--- src/rtl/mem_writeback.sv ---
// Memory/writeback stage: issues aligned data-cache requests for loads and stores,
// stalls upstream while a request is outstanding, and drives the regfile write port.
module mem_writeback (
  input  logic        clk,
  input  logic        rst,
  input  logic        ex_valid,
  input  logic [31:0] ex_result,
  input  logic [31:0] ex_rs2,
  input  logic [2:0]  ex_funct3,
  input  logic        ex_load,
  input  logic        ex_store,
  input  logic        ex_regwrite,
  input  logic [4:0]  ex_rd,
  output logic [31:0] dmem_addr,
  output logic        dmem_read,
  output logic        dmem_write,
  output logic [3:0]  dmem_wmask,
  output logic [31:0] dmem_wdata,
  input  logic [31:0] dmem_rdata,
  input  logic        dmem_resp,
  output logic        stall,
  output logic        load_regfile,
  output logic [4:0]  rd,
  output logic [31:0] regfile_in,
  output logic        misaligned
);

  // Handshake: a request (dmem_read/dmem_write) is a level held with stable
  // addr/wmask/wdata until the single-cycle dmem_resp; the cycle carrying
  // dmem_resp completes it. Upstream holds its slot while stall is high.
  typedef enum logic {IDLE = 1'b0, ACCESS = 1'b1} state_t;

  state_t      state, state_next;
  logic        accept, is_mem, aligned, start_access, take_resp;
  logic [1:0]  off;
  logic [3:0]  wmask_next;
  logic [31:0] wdata_next;
  logic [2:0]  funct3_q;
  logic [1:0]  off_q;
  logic [4:0]  rd_q;
  logic        regwrite_q;
  logic        is_load_q;
  logic [31:0] rdata_shifted;
  logic [31:0] load_data;

  always_ff @(posedge clk) begin
    if (rst) state <= IDLE;
    else     state <= state_next;
  end

  always_comb begin
    accept       = ex_valid && (state == IDLE);
    is_mem       = ex_load || ex_store;
    off          = ex_result[1:0];
    aligned      = 1'b0;
    wmask_next   = 4'b0000;
    wdata_next   = 32'h0;
    case (ex_funct3[1:0])
      2'b00:   aligned = 1'b1;
      2'b01:   aligned = ~off[0];
      default: aligned = (off == 2'b00);
    endcase
    start_access = accept && is_mem && aligned;
    take_resp    = (state == ACCESS) && dmem_resp;
    state_next   = state;
    if (start_access)   state_next = ACCESS;
    else if (take_resp) state_next = IDLE;
    if (ex_store && !ex_load) begin
      case (ex_funct3[1:0])
        2'b00: begin
          wmask_next = 4'b0001 << off;
          wdata_next = {4{ex_rs2[7:0]}};
        end
        2'b01: begin
          wmask_next = 4'b0011 << off;
          wdata_next = {2{ex_rs2[15:0]}};
        end
        default: begin
          wmask_next = 4'b1111;
          wdata_next = ex_rs2;
        end
      endcase
    end
  end

  // Bring the addressed lane down to bit 0 before extension.
  always_comb begin
    rdata_shifted = dmem_rdata >> {off_q, 3'b000};
    case (funct3_q)
      3'b000:  load_data = {{24{rdata_shifted[7]}}, rdata_shifted[7:0]};
      3'b001:  load_data = {{16{rdata_shifted[15]}}, rdata_shifted[15:0]};
      3'b100:  load_data = {24'h0, rdata_shifted[7:0]};
      3'b101:  load_data = {16'h0, rdata_shifted[15:0]};
      default: load_data = dmem_rdata;
    endcase
  end

  assign stall = (state == ACCESS);

  always_ff @(posedge clk) begin
    if (rst) begin
      dmem_addr    <= 32'h0;
      dmem_read    <= 1'b0;
      dmem_write   <= 1'b0;
      dmem_wmask   <= 4'b0000;
      dmem_wdata   <= 32'h0;
      load_regfile <= 1'b0;
      rd           <= 5'd0;
      regfile_in   <= 32'h0;
      misaligned   <= 1'b0;
      funct3_q     <= 3'b000;
      off_q        <= 2'b00;
      rd_q         <= 5'd0;
      regwrite_q   <= 1'b0;
      is_load_q    <= 1'b0;
    end else begin
      load_regfile <= 1'b0;
      misaligned   <= 1'b0;
      if (take_resp) begin
        dmem_read  <= 1'b0;
        dmem_write <= 1'b0;
        if (is_load_q && regwrite_q && (rd_q != 5'd0)) begin
          load_regfile <= 1'b1;
          rd           <= rd_q;
          regfile_in   <= load_data;
        end
      end
      if (accept) begin
        if (!is_mem) begin
          if (ex_regwrite && (ex_rd != 5'd0)) begin
            load_regfile <= 1'b1;
            rd           <= ex_rd;
            regfile_in   <= ex_result;
          end
        end else if (!aligned) begin
          misaligned <= 1'b1;
        end else begin
          dmem_addr  <= {ex_result[31:2], 2'b00};
          dmem_read  <= ex_load;
          dmem_write <= ex_store && !ex_load;
          dmem_wmask <= wmask_next;
          dmem_wdata <= wdata_next;
          funct3_q   <= ex_funct3;
          off_q      <= off;
          rd_q       <= ex_rd;
          regwrite_q <= ex_regwrite;
          is_load_q  <= ex_load;
        end
      end
    end
  end

endmodule

--- config.mk ---
export PLATFORM = sky130hd
export DESIGN_NAME = mem_writeback
export DESIGN_NICKNAME = d
export VERILOG_FILES = /design/src/rtl/mem_writeback.sv
export SDC_FILE = /design/constraint.sdc
export NUM_CORES = 1
export LEC_CHECK = 0
export ABC_AREA = 1
export BUFFER_PORTS_ARGS = -buffer_cell sky130_fd_sc_hd__buf_2
export CAP_MARGIN = 30
export CORE_MARGIN = 3
export CORE_UTILIZATION = 53
export CTS_CLUSTER_DIAMETER = 120
export DETAILED_ROUTE_END_ITERATION = 6
export GPL_TIMING_DRIVEN = 1
export MAX_ROUTING_LAYER = met4
export PLACE_DENSITY = 0.81
export SETUP_SLACK_MARGIN = 0.4
export SLEW_MARGIN = 0
export SYNTH_ARGS = -nofsm -noshare
export SYNTH_HDL_FRONTEND = slang
export SYNTH_SLANG_ARGS = --single-unit
--- constraint.sdc ---
create_clock -name clk -period 2.75 [get_ports clk]
set_input_delay 0.825 -clock clk [delete_from_list [all_inputs] [get_ports clk]]
set_output_delay 0.825 -clock clk [all_outputs]
set_load 0.05 [all_outputs]
==> results.yml <==
status:
  status: "completed"
final_layout:
  fillers: 956
  syn2layout_area_growth_pct: 27.67
  design_area_um2: 7481
  fin_nets: 1156
  n_antenna_cell: 0
  drive_gt1_share_pct: 28.36
drt:
  routed.top_layer: "met4"
  dr.pass1.iters: 7
  avgViaCountPerCell: 5.381
  wirelength_mm: 18.13
  drc_errors: 0
  route.met3.wl_mm: 1.719
  wl_met2_mm: 8.576
  drtIter0Drc: 620
  ant_nets: 0
  vias: 6425
  wire_per_inst_um: 15.18
  wl_met1_mm: 7.397
setup_path:
  cpPeakStageDelay_ns: 0.42
  reg2reg_setup_slack_ns: 0.70
  worstPathCellList: "buf_2"
  critPathSlowestCell: "dfxtp_1"
  crit_required_ns: 1.93
  cp-end-kind: "output pin"
  critPathMaxFanout: 4
  worstReg2RegEnd: "regfile_in[1]"
  worst_path_dominant_cell_family: "flip-flops"
  rr_worst_depth: 5
  cp.depth: 1
  critPathBufInv: 1
  reg2reg_from: "off_q[0]"
  worstPathArrival_ns: 1.24
  start_kind: "flip-flop"
  path_class: "reg2out"
synthesis:
  yosys_warnings: 0
  synth_cells: 854
  yosysUniqueCellTypes: 32
  ys_ff_latch: 120
  syn_area_per_cell_um2: 6.861
  yosysSeqAreaShare_pct: 41.00
  syn-cell-area_um2: 5859
timing:
  worst_slew_pin_slew_ns: 0.5688
  max_freq_mhz: 484.5
  fin_crit_sh_pct: 75.06
  drv_slew: 0
  hold_viol_final: 0
  grt_setup_unrepaired: "no"
  final.min_clock_period_ns: 2.064
  max_slew_margin_pct: 62.04
  tns_ns: 0
  setup_viol: 0
  hold_slack_ns: 0.4609
  fin_skew_ns: 0.01060
min_path:
  min_to: "dmem_wmask[1]"
  whs_path_depth: 2
  hold_class: "reg2reg"
  hold_start: "dmem_wmask[1]"
floorplanning:
  die_area_um2: 12350
  ioPinCount: 221
  chipWidth_um: 111.1
  coreArea_um2: 10560
  num_rows: 37
  die_h_um: 111.1
  start_util_pct: 55.51
cts:
  htreeDepth: 4
  post-cts-setup-buffer-count: 0
  root_buffer: "clkbuf_8"
  clkLatencyLatePin_ns: 0.51
  cts_tree: "done"
  path_clk_slew_ns: 0.06
  clock_sinks: 120
  numCtsBuffers: 17
  holdBufCountCts: 0
  clock_path_buffers: 2
  cts_resized: 0
flow_run:
  timing.max_cap.violations: 0
global_routing:
  grt_usage_pct: 29.92
  grt_pass1_wl_mm: 29.55
  grt-ovfl-total: 0
  antenna_found_initial: 0
  grt_pass1_vias: 6153
  grt_max_degree: 55
placement:
  dp_hpwl_mm: 13.01
  placed_cell_area_um2: 6902
  gp_congestion: 0.9535
  port_buffers: 218
power_and_ir_drop:
  power_density_nw_per_um2: 672.4
  ir_drop_uv: 436.2
  p_leak_nw: 3.652
==> flip-flops by register name (all words and copies together), names as in the netlist <==
signal        count
stall             1
dmem_read         1
dmem_write        1
load_regfile      1
rd                5
regfile_in       32
is_load_q         1
funct3_q          3
off_q             2
misaligned        1
rd_q              5
dmem_wmask        4
dmem_addr        30
dmem_wdata       32
regwrite_q        1
==> routing by layer <==
| layer | global-route usage [%] | up-vias |
|---|---|---|
| li1 | - | 3158 |
| met1 | 36.06 | 2889 |
| met2 | 47.53 | 340 |
| met3 | 9.389 | 38 |
| met4 | 10.46 | 0 |
| met5 | - | - |
==> cells by family (layout without fill, tap and decap cells) <==
family	after synthesis	count (layout)	share of synthesized area [%]
AO/OA/AOI/OAI	222	222	20.67
buffers and inverters	108	311	9.332
flip-flops	120	120	41.00
other	1	2	0.06400
AND/OR/NAND/NOR	403	403	28.93
==> layout by cell type, fill, tap and decap left out, types with 6 or more instances in the layout <==
master     instances
buf_2            218
nor2_1           185
nand2_1          162
o21ai_0          121
dfxtp_1          120
a21oi_1           66
inv_1             44
nand3_1           22
clkbuf_16         16
o211ai_1          11
nor3_2            11
nor3_1             9
buf_4              9
a21oi_2            8
o2111ai_1          6
==> synthesized netlist by cell type, drive strengths merged <==
| library cell | n | share of area [%] |
|---|---|---|
| nor2 | 191 | 13 |
| nand2 | 167 | 11 |
| o21ai | 126 | 11 |
| dfxtp | 120 | 41 |
| a21oi | 76 | 7.3 |
| inv | 49 | 3.1 |
| buf | 38 | 4.8 |
| nand3 | 24 | 2.3 |
| clkbuf | 21 | 1.4 |
| nor3 | 20 | 2.6 |
| o211ai | 11 | 1.4 |
| o2111ai | 6 | 0.90 |
| o22ai | 2 | 0.21 |
| conb | 1 | 0.064 |
| nand3b | 1 | 0.13 |
| o31ai | 1 | 0.13 |
==> power breakdown <==
group	internal [mW]	switching [mW]
clock network	1.32	0.827
logic	0.264	0.714
registers	1.84	0.0654
total	3.42	1.61
==> worst max-delay path by stage <==
| stage | start | to | slack, ns |
|---|---|---|---|
| floorplan | ex_valid | regfile_in[31] | 0.89 |
| global placement | dmem_resp | regfile_in[1] | 0.58 |
| detailed placement | dmem_resp | regfile_in[1] | 0.56 |
| CTS | stall | stall | 0.66 |
| global route | off_q[1] | regfile_in[18] | 0.52 |
| finish | stall | stall | 0.69 |
==> stage by stage <==
stage	setup WS (ns)	std cells	total power, mW	util (%)
global route	0.5167	1194	5.256	70.87
CTS	0.6601	1194	5.057	70.87
detailed placement	0.5636	1162	2.910	65.39
floorplan	0.8948	855	2.633	-
global placement	0.5814	1162	2.901	65.39
finish	0.6858	1194	5.030	70.87
==> worst register-to-register path, stage by stage, from the launching register on <==
cell       delay, ns
dfxtp_1         0.63
inv_2           0.29
a21oi_4         0.43
o2111ai_1       0.21
a21oi_1         0.30
nor2_1          0.07
==> cell type report <==
class / instances / area, um2 / share of cell area, %
multi-input combinational: 627 / 2927 / 39.12
inverter: 49 / 183.9 / 2.459
clock inverter: 13 / 147.6 / 1.974
timing repair buffer: 230 / 1219 / 16.29
tap: 136 / 170.2 / 2.275
sequential: 120 / 2402 / 32.11
clock buffer: 19 / 431.7 / 5.770
No activity file was read; power rests on OpenSTA's default activity.
